### src/rtl/mc_ctrl.sv
// Multi-cycle main controller for the MIPS-lite core: walks each instruction
// through FETCH/DECODE/EXEC/MEM/WB and drives the datapath control lines.
module mc_ctrl #(
  parameter int CNT_W = 32
) (
  input  logic             clk,
  input  logic             reset,
  input  logic [5:0]       opcode,
  input  logic [5:0]       funct,
  input  logic             zero,
  output logic             ir_we,
  output logic             pc_we,
  output logic [1:0]       npcsel,
  output logic [1:0]       alu_op,
  output logic             alu_src,
  output logic             ext_op,
  output logic             reg_we,
  output logic [1:0]       reg_dst,
  output logic [1:0]       wd_sel,
  output logic             mem_we,
  output logic             instr_done,
  output logic [CNT_W-1:0] retired,
  output logic             illegal,
  output logic [2:0]       state
);

  typedef enum logic [2:0] {
    FETCH  = 3'd0,
    DECODE = 3'd1,
    EXEC   = 3'd2,
    MEM    = 3'd3,
    WB     = 3'd4
  } state_t;

  state_t state_q, next_state;

  logic is_rtype, is_addu, is_subu, is_jr, is_nop;
  logic is_ori, is_lui, is_lw, is_sw, is_beq, is_j, is_jal;

  logic       ir_en, retire, reg_en, mem_en, set_illegal;
  logic [1:0] npcsel_c;

  assign is_rtype = (opcode == 6'b000000);
  assign is_addu  = is_rtype && (funct == 6'b100001);
  assign is_subu  = is_rtype && (funct == 6'b100011);
  assign is_jr    = is_rtype && (funct == 6'b001000);
  assign is_nop   = is_rtype && (funct == 6'b000000);
  assign is_ori   = (opcode == 6'b001101);
  assign is_lui   = (opcode == 6'b001111);
  assign is_lw    = (opcode == 6'b100011);
  assign is_sw    = (opcode == 6'b101011);
  assign is_beq   = (opcode == 6'b000100);
  assign is_j     = (opcode == 6'b000010);
  assign is_jal   = (opcode == 6'b000011);

  always_ff @(posedge clk or negedge reset) begin
    if (!reset) begin
      state_q <= FETCH;
      retired <= '0;
      illegal <= 1'b0;
    end else begin
      state_q <= next_state;
      if (retire)
        retired <= retired + CNT_W'(1);
      if (set_illegal)
        illegal <= 1'b1;
    end
  end

  // Every retiring path leaves next_state at its FETCH default.
  always_comb begin
    next_state  = FETCH;
    ir_en       = 1'b0;
    retire      = 1'b0;
    reg_en      = 1'b0;
    mem_en      = 1'b0;
    set_illegal = 1'b0;
    npcsel_c    = 2'b00;
    alu_op      = 2'b00;
    alu_src     = 1'b0;
    ext_op      = 1'b0;
    reg_dst     = 2'b00;
    wd_sel      = 2'b00;

    case (state_q)
      FETCH: begin
        ir_en      = 1'b1;
        next_state = DECODE;
      end
      DECODE: begin
        if (is_j) begin
          retire   = 1'b1;
          npcsel_c = 2'b10;
        end else if (is_jr) begin
          retire   = 1'b1;
          npcsel_c = 2'b11;
        end else if (is_jal) begin
          next_state = WB;
        end else if (is_addu || is_subu || is_ori || is_lui ||
                     is_lw || is_sw || is_beq) begin
          next_state = EXEC;
        end else begin
          retire      = 1'b1;
          set_illegal = !is_nop;
        end
      end
      EXEC: begin
        if (is_subu || is_beq)
          alu_op = 2'b01;
        else if (is_ori)
          alu_op = 2'b10;
        alu_src = is_ori || is_lw || is_sw;
        ext_op  = is_lw || is_sw;
        if (is_beq) begin
          retire   = 1'b1;
          npcsel_c = zero ? 2'b01 : 2'b00;
        end else if (is_lw || is_sw) begin
          next_state = MEM;
        end else begin
          next_state = WB;
        end
      end
      MEM: begin
        // Hold the address computation stable while the memory is accessed.
        alu_src = is_lw || is_sw;
        ext_op  = is_lw || is_sw;
        if (is_sw) begin
          mem_en = 1'b1;
          retire = 1'b1;
        end else if (is_lw) begin
          next_state = WB;
        end
      end
      WB: begin
        reg_en = 1'b1;
        retire = 1'b1;
        if (is_addu || is_subu) begin
          reg_dst = 2'b01;
          alu_op  = is_subu ? 2'b01 : 2'b00;
        end else if (is_ori) begin
          alu_op  = 2'b10;
          alu_src = 1'b1;
        end else if (is_lui) begin
          wd_sel = 2'b11;
        end else if (is_lw) begin
          wd_sel = 2'b01;
        end else if (is_jal) begin
          reg_dst  = 2'b10;
          wd_sel   = 2'b10;
          npcsel_c = 2'b10;
        end
      end
      default: ;
    endcase
  end

  // Enables are gated by reset so an in-flight write drops without a clock edge.
  assign ir_we      = ir_en  && reset;
  assign pc_we      = retire && reset;
  assign instr_done = retire && reset;
  assign reg_we     = reg_en && reset;
  assign mem_we     = mem_en && reset;
  assign npcsel     = reset ? npcsel_c : 2'b00;
  assign state      = state_q;

endmodule

### config.mk
export PLATFORM = sky130hd
export DESIGN_NAME = mc_ctrl
export DESIGN_NICKNAME = d
export VERILOG_FILES = /design/src/rtl/mc_ctrl.sv
export SDC_FILE = /design/constraint.sdc
export NUM_CORES = 1
export LEC_CHECK = 0
export CAP_MARGIN = 10
export CORE_MARGIN = 5
export CORE_UTILIZATION = 51
export DETAILED_ROUTE_END_ITERATION = 7
export PLACE_DENSITY = 0.88
export SLEW_MARGIN = 20
export SYNTH_ARGS = -nofsm -noshare
export SYNTH_HDL_FRONTEND = slang
export SYNTH_SLANG_ARGS = --single-unit
### constraint.sdc
create_clock -name clk -period 4.6 [get_ports clk]
set_clock_uncertainty 0.1 [all_clocks]
set_input_delay 0.92 -clock clk [delete_from_list [all_inputs] [get_ports clk]]
set_output_delay 0.92 -clock clk [all_outputs]
set_load 0.01 [all_outputs]
# ---- After elaboration in Yosys (flattened, before gate mapping)
# Index checks and enable logic that the tools add are counted.
dict set report word_totals {
  ff_bits 36
  latchBits 0
  ramBits 0
  mem_bits_ro 0
  inputBits 15
  out_inout_bits 51
  wordCells 92
  memories 0
}
dict set report op_classes {
  add_sub_neg 1
  mul 0
  div_mod_pow 0
  magnitude_cmp 0
  n_eq_ne 14
  shift 0
  n_mux 51
  n_bitwise 0
  n_reduce_logical 23
}
# operator count
set ops {}
lappend ops {{two-way mux 2 bit} 19}
lappend ops {{adder 32 x 1 -> 32 bit (second input constant)} 1}
lappend ops {{equality test 6 bit (second input constant)} 4}
lappend ops {{two-way mux 3 bit} 7}
lappend ops {{two-way mux 1 bit} 20}
lappend ops {{equality test 6 x 4 -> 1 bit (second input constant)} 3}
lappend ops {{equality test 6 x 2 -> 1 bit (second input constant)} 2}
lappend ops {{zero test 6 bit} 2}
lappend ops {{one-hot mux 3 bit (4 select lines)} 1}
lappend ops {{logical OR 1 bit} 10}
lappend ops {{logical AND 1 bit} 8}
lappend ops {{equality test 3 x 2 -> 1 bit (second input constant)} 2}
lappend ops {{equality test 6 x 3 -> 1 bit (second input constant)} 1}
lappend ops {{one-hot mux 2 bit (3 select lines)} 1}
lappend ops {{one-hot mux 1 bit (4 select lines)} 1}
lappend ops {{one-hot mux 2 bit (2 select lines)} 1}
lappend ops {{equality test 3 x 1 -> 1 bit (second input constant)} 1}
lappend ops {{equality test 3 bit (second input constant)} 1}
lappend ops {{zero test 3 bit} 1}
lappend ops {{one-hot mux 1 bit (3 select lines)} 1}
lappend ops {{OR reduction 2 bit} 1}
lappend ops {{zero test 1 bit} 1}

# ---- Logic depth before layout (Yosys ltp)
dict set report logic_depth {
  word_depth 14
  mapped_depth 8
  ltp_nobuf 6
}

# ---- Worst setup path before layout
# Ideal clock, no wire load.
dict set report synth_path {
  path_kind {input -> output}
  from {input opcode[3]}
  to {output pc_we}
  t_arrival_ps 2619
  required_time_ps 3580
  path_slack_ps 961
  path_stages 8
  path_buffers 3
  cell_sequence {buf_2 -> nor4_1 -> nor2b_1 -> nor2_1 -> a2111oi_4 -> buf_4 -> nor2b_1 -> buf_4}
}
dict set report synth_via {
  elab_chain_cells 14
  word_cells_on_any_way 25
  classes_between {eq/ne: 7; mux: 7; reduce/logical: 11}
}
# element line_no
set synth_rtl {}
lappend synth_rtl {{from (decl)} 8} ;# input logic [5:0] opcode,
lappend synth_rtl {{zero test 6 bit} 43} ;# assign is_rtype = (opcode == 6'b000000);
lappend synth_rtl {{logical AND 1 bit, on equally long branches} {44, 45}}
lappend synth_rtl {{logical OR 1 bit (4 in series)} 99} ;# end else if (is_addu || is_subu || is_ori || is_lui ||
lappend synth_rtl {{logical OR 1 bit (2 in series)} 100} ;# is_lw || is_sw || is_beq) begin
lappend synth_rtl {{two-way mux 1 bit} 99}
lappend synth_rtl {{two-way mux 1 bit} 97} ;# end else if (is_jal) begin
lappend synth_rtl {{two-way mux 1 bit} 94} ;# end else if (is_jr) begin
lappend synth_rtl {{two-way mux 1 bit} 91} ;# if (is_j) begin
lappend synth_rtl {{one-hot mux 1 bit (4 select lines) (*)} 85} ;# case (state_q)
lappend synth_rtl {{logical AND 1 bit (*)} n/a}
lappend synth_rtl {{to (decl)} 12} ;# output logic pc_we,
# Every way passes the cells marked *; elsewhere a longest branch is shown, timed or not.

# ---- Worst setup path after layout
dict set report layout_path {
  from {input opcode[1]}
  to {output pc_we}
}
dict set report layout_via {
  elab_chain_cells 14
  word_cells_on_any_way 25
  classes_between {eq/ne: 7; mux: 7; reduce/logical: 11}
}
# element line_no
set layout_rtl {}
lappend layout_rtl {{zero test 6 bit} 43}
lappend layout_rtl {{logical AND 1 bit, on equally long branches} {44, 45}}
lappend layout_rtl {{logical OR 1 bit (4 in series)} 99}
lappend layout_rtl {{logical OR 1 bit (2 in series)} 100}
lappend layout_rtl {{two-way mux 1 bit} 99}
lappend layout_rtl {{two-way mux 1 bit} 97}
lappend layout_rtl {{two-way mux 1 bit} 94}
lappend layout_rtl {{two-way mux 1 bit} 91}
lappend layout_rtl {{one-hot mux 1 bit (4 select lines) (*)} 85}
lappend layout_rtl {{logical AND 1 bit (*)} 159} ;# assign pc_we = retire && reset;
# Marked as above.

==> flow_metrics.py <==
metrics = {
    "status": {
        "run_status": "finished clean",
    },
    "floorplanning": {
        "initial_core_util": 0.531,
        "die_w_um": 75.0,
        "fp-row-count": 23,
        "die_h_um": 75.0,
        "ioPinCount": 66,
        "coreArea_sq_um": 4060,
        "dieArea_sq_um": 5630,
    },
    "power_and_ir_drop": {
        "p_int_uw": 679,
        "ir_worst_vdd_uv": 377,
        "power.share.clock": 0.203,
        "p_comb_frac": 0.374,
        "p_seq_frac": 0.423,
        "netSwitchingFraction": 0.369,
        "p_sw_uw": 398,
        "total_power_uw": 1080,
        "power.leakage_uw": 0.00109,
        "p_per_area_nw_per_um2": 370,
    },
    "setup_path": {
        "arrival_ps": 3330,
        "setup.worst_path.start_class": "input pin",
        "critPathCaptureType": "output pin",
        "critPathMostFrequentCell": "clkdlybuf4s50_1",
        "slowest_delay_ps": 590,
        "worstPathMaxFanout": 9,
        "r2r-end": "retired[9]",
        "path_class": "input pin to output pin",
        "crit_buf_inv": 2,
        "worstPathRequired_ps": 3580,
        "rr_startpoint": "state[0]",
        "slowest_stage": "clkdlybuf4s50_1",
        "r2r_setup_slack_ps": 2000,
        "crit_family": "buffers and inverters",
        "worstRegToRegCells": 6,
        "path_cells": "clkdlybuf4s50_1 > nor3_1 > nand4_1 > and4_4 > a2111oi_4 > nor2b_1 > clkdlybuf4s50_1",
    },
    "sta": {
        "slew_headroom": 0.499,
        "hold_ws_ps": 364,
        "post-route-period-util": 0.945,
        "worst_slew_pin_slew_ps": 745,
        "fin_crit_ps": 4350,
        "slew_violations": 0,
        "setup-tns-final_ps": 0,
        "hold_viol_final": 0,
        "setup-violations-final": 0,
        "rsz0062_at_grt": "no",
        "fmax_mhz": 230,
    },
    "clock_network": {
        "cts-buffers-inserted": 5,
        "cts.hold.buffers_added": 0,
        "cts_root_buf": "clkbuf_8",
        "cts_tree": "yes",
        "clock_sink_count": 36,
        "cts_resized": 0,
        "htreeDepth": 2,
        "cts_buffer_depth": 2,
        "clk_pin_slew_ps": 70,
        "post_cts_buffers": 0,
        "clk_latency_ps": 290,
    },
    "placed_design": {
        "dp_hpwl_um": 4130,
        "place_area_sq_um": 2820,
        "gp_congestion": 0.853,
        "portBuffers": 65,
    },
    "synth": {
        "synth_edf_count": 0,
        "avgSynthCellArea_sq_um": 9.67,
        "synth_fp_nets": 239,
        "async_flop_share": 1.00,
        "ys_seq_area_frac": 0.418,
        "netlist_instances": 223,
        "syn_area_sq_um": 2160,
        "synthFlopType": "dfrtp_1",
        "synth_seq_cells": 36,
        "ys.warnings.count": 0,
        "synth_cell_types": 47,
    },
    "min_path": {
        "hold_path_class": "flip-flop to flip-flop",
        "hold_path_end": "retired[31]",
        "worstHoldPathCells": 1,
        "hold_start": "retired[31]",
    },
    "routing": {
        "wl_per_cell_um": 16.1,
        "via_count": 1922,
        "initialDrtViolationCount": 133,
        "drt-total-wl_um": 5450,
        "drc": 0,
        "drtPass1Iterations": 5,
        "vias_per_cell": 5.67,
        "drt.antenna.violating_nets": 0,
    },
    "grt": {
        "antenna_found_initial": 0,
        "grt_pass1_vias": 1917,
        "gr-usage-all-layers": 0.216,
        "grt_max_degree": 33,
        "gr-total-overflow": 0,
        "grt_pass1_wl_um": 9150,
    },
    "finish": {
        "antenna_cells": 0,
        "area_growth_pct": 34.8,
        "fin_util": 0.716,
        "multi_input_area_sq_um": 1180,
        "drive_gt1_frac": 0.0727,
        "ff_latch_area_sq_um": 901,
        "final_nets": 304,
        "fin_area_sq_um": 2910,
        "fillers": 325,
    },
    "flow_run": {
        "drv_cap": 0,
    },
}
## power by group through the flow
stage	logic [uW]	registers [uW]	clock network, uW
3_3_place_gp	395	457	0
2_1_floorplan	229	460	0
5_1_grt	437	467	240
4_1_cts	407	455	226
6_report	403	455	219
3_5_place_dp	406	459	0
## worst max path at each step
| stage | startpoint | end | slack [ps] | cells past startpoint |
|---|---|---|---|---|
| floorplan | opcode[3] | pc_we | 960 | 8 |
| global placement | opcode[1] | pc_we | 410 | 7 |
| detailed placement | opcode[1] | instr_done | 300 | 7 |
| CTS | opcode[1] | instr_done | 300 | 7 |
| global route | opcode[1] | instr_done | 180 | 7 |
| finish | opcode[1] | pc_we | 250 | 7 |
## cells in the final DEF, fill, tap and decap left out, drive strengths merged, types with 6 or more instances in the layout
cell type	netlist	routed
clkbuf	4	7
nor2	18	18
xor2	29	29
nand2	19	19
nor4b	8	8
nor4	6	6
nand3	8	8
dfrtp	36	36
clkdlybuf4s50	0	64
nor3	21	21
nand4	8	8
and3	6	6
nor3b	6	6
## stage by stage
step | worst slack [ps] | cells
6_report | 253 | 339
5_1_grt | 185 | 339
3_5_place_dp | 302 | 331
2_1_floorplan | 961 | 223
4_1_cts | 301 | 339
3_3_place_gp | 406 | 331
## sequential cells by signal, indices dropped and copies added, names as in the netlist
name     count
state        3
illegal      1
retired     32
## cells in the mapped netlist (all sizes together) (4+ instances only)
cell type   n  area share
and3        6       0.017
buf         6       0.022
clkbuf      4      0.0081
dfrtp      36        0.42
nand2      19       0.033
nand3       8       0.019
nand4       8       0.030
nor2       18       0.031
nor2b       4       0.012
nor3       21       0.049
nor3b       6       0.026
nor4        6       0.020
nor4b       8       0.035
xnor2       5       0.020
xor2       29        0.12
## cells by family (layout without fill, tap and decap cells)
logic type | Yosys count | after routing | share of synthesized area
AOI/OAI and AO/OA | 16 | 16 | 0.0621
xor gates and xnor gates | 34 | 34 | 0.138
adders and majority gates | 1 | 1 | 0.00580
buffers and inverters | 13 | 79 | 0.0354
DFF | 36 | 36 | 0.418
muxes | 1 | 1 | 0.00522
and+or+nand+nor | 122 | 122 | 0.335
## metal layers
metal	global-route usage	wire, um
met5	0	0
met1	0.274	2250
met3	0.0521	320
met2	0.357	2790
met4	0.0791	87
## area by class of cell
type,instances,share of cell area
Clock buffer,7,0.0263
Timing Repair Buffer,68,0.230
Clock inverter,1,0.00301
Multi-Input combinational cell,174,0.406
Tap cell,50,0.0215
Inverter,3,0.00387
Sequential cell,36,0.310
Note: power is estimated with default switching activity, not from simulation.
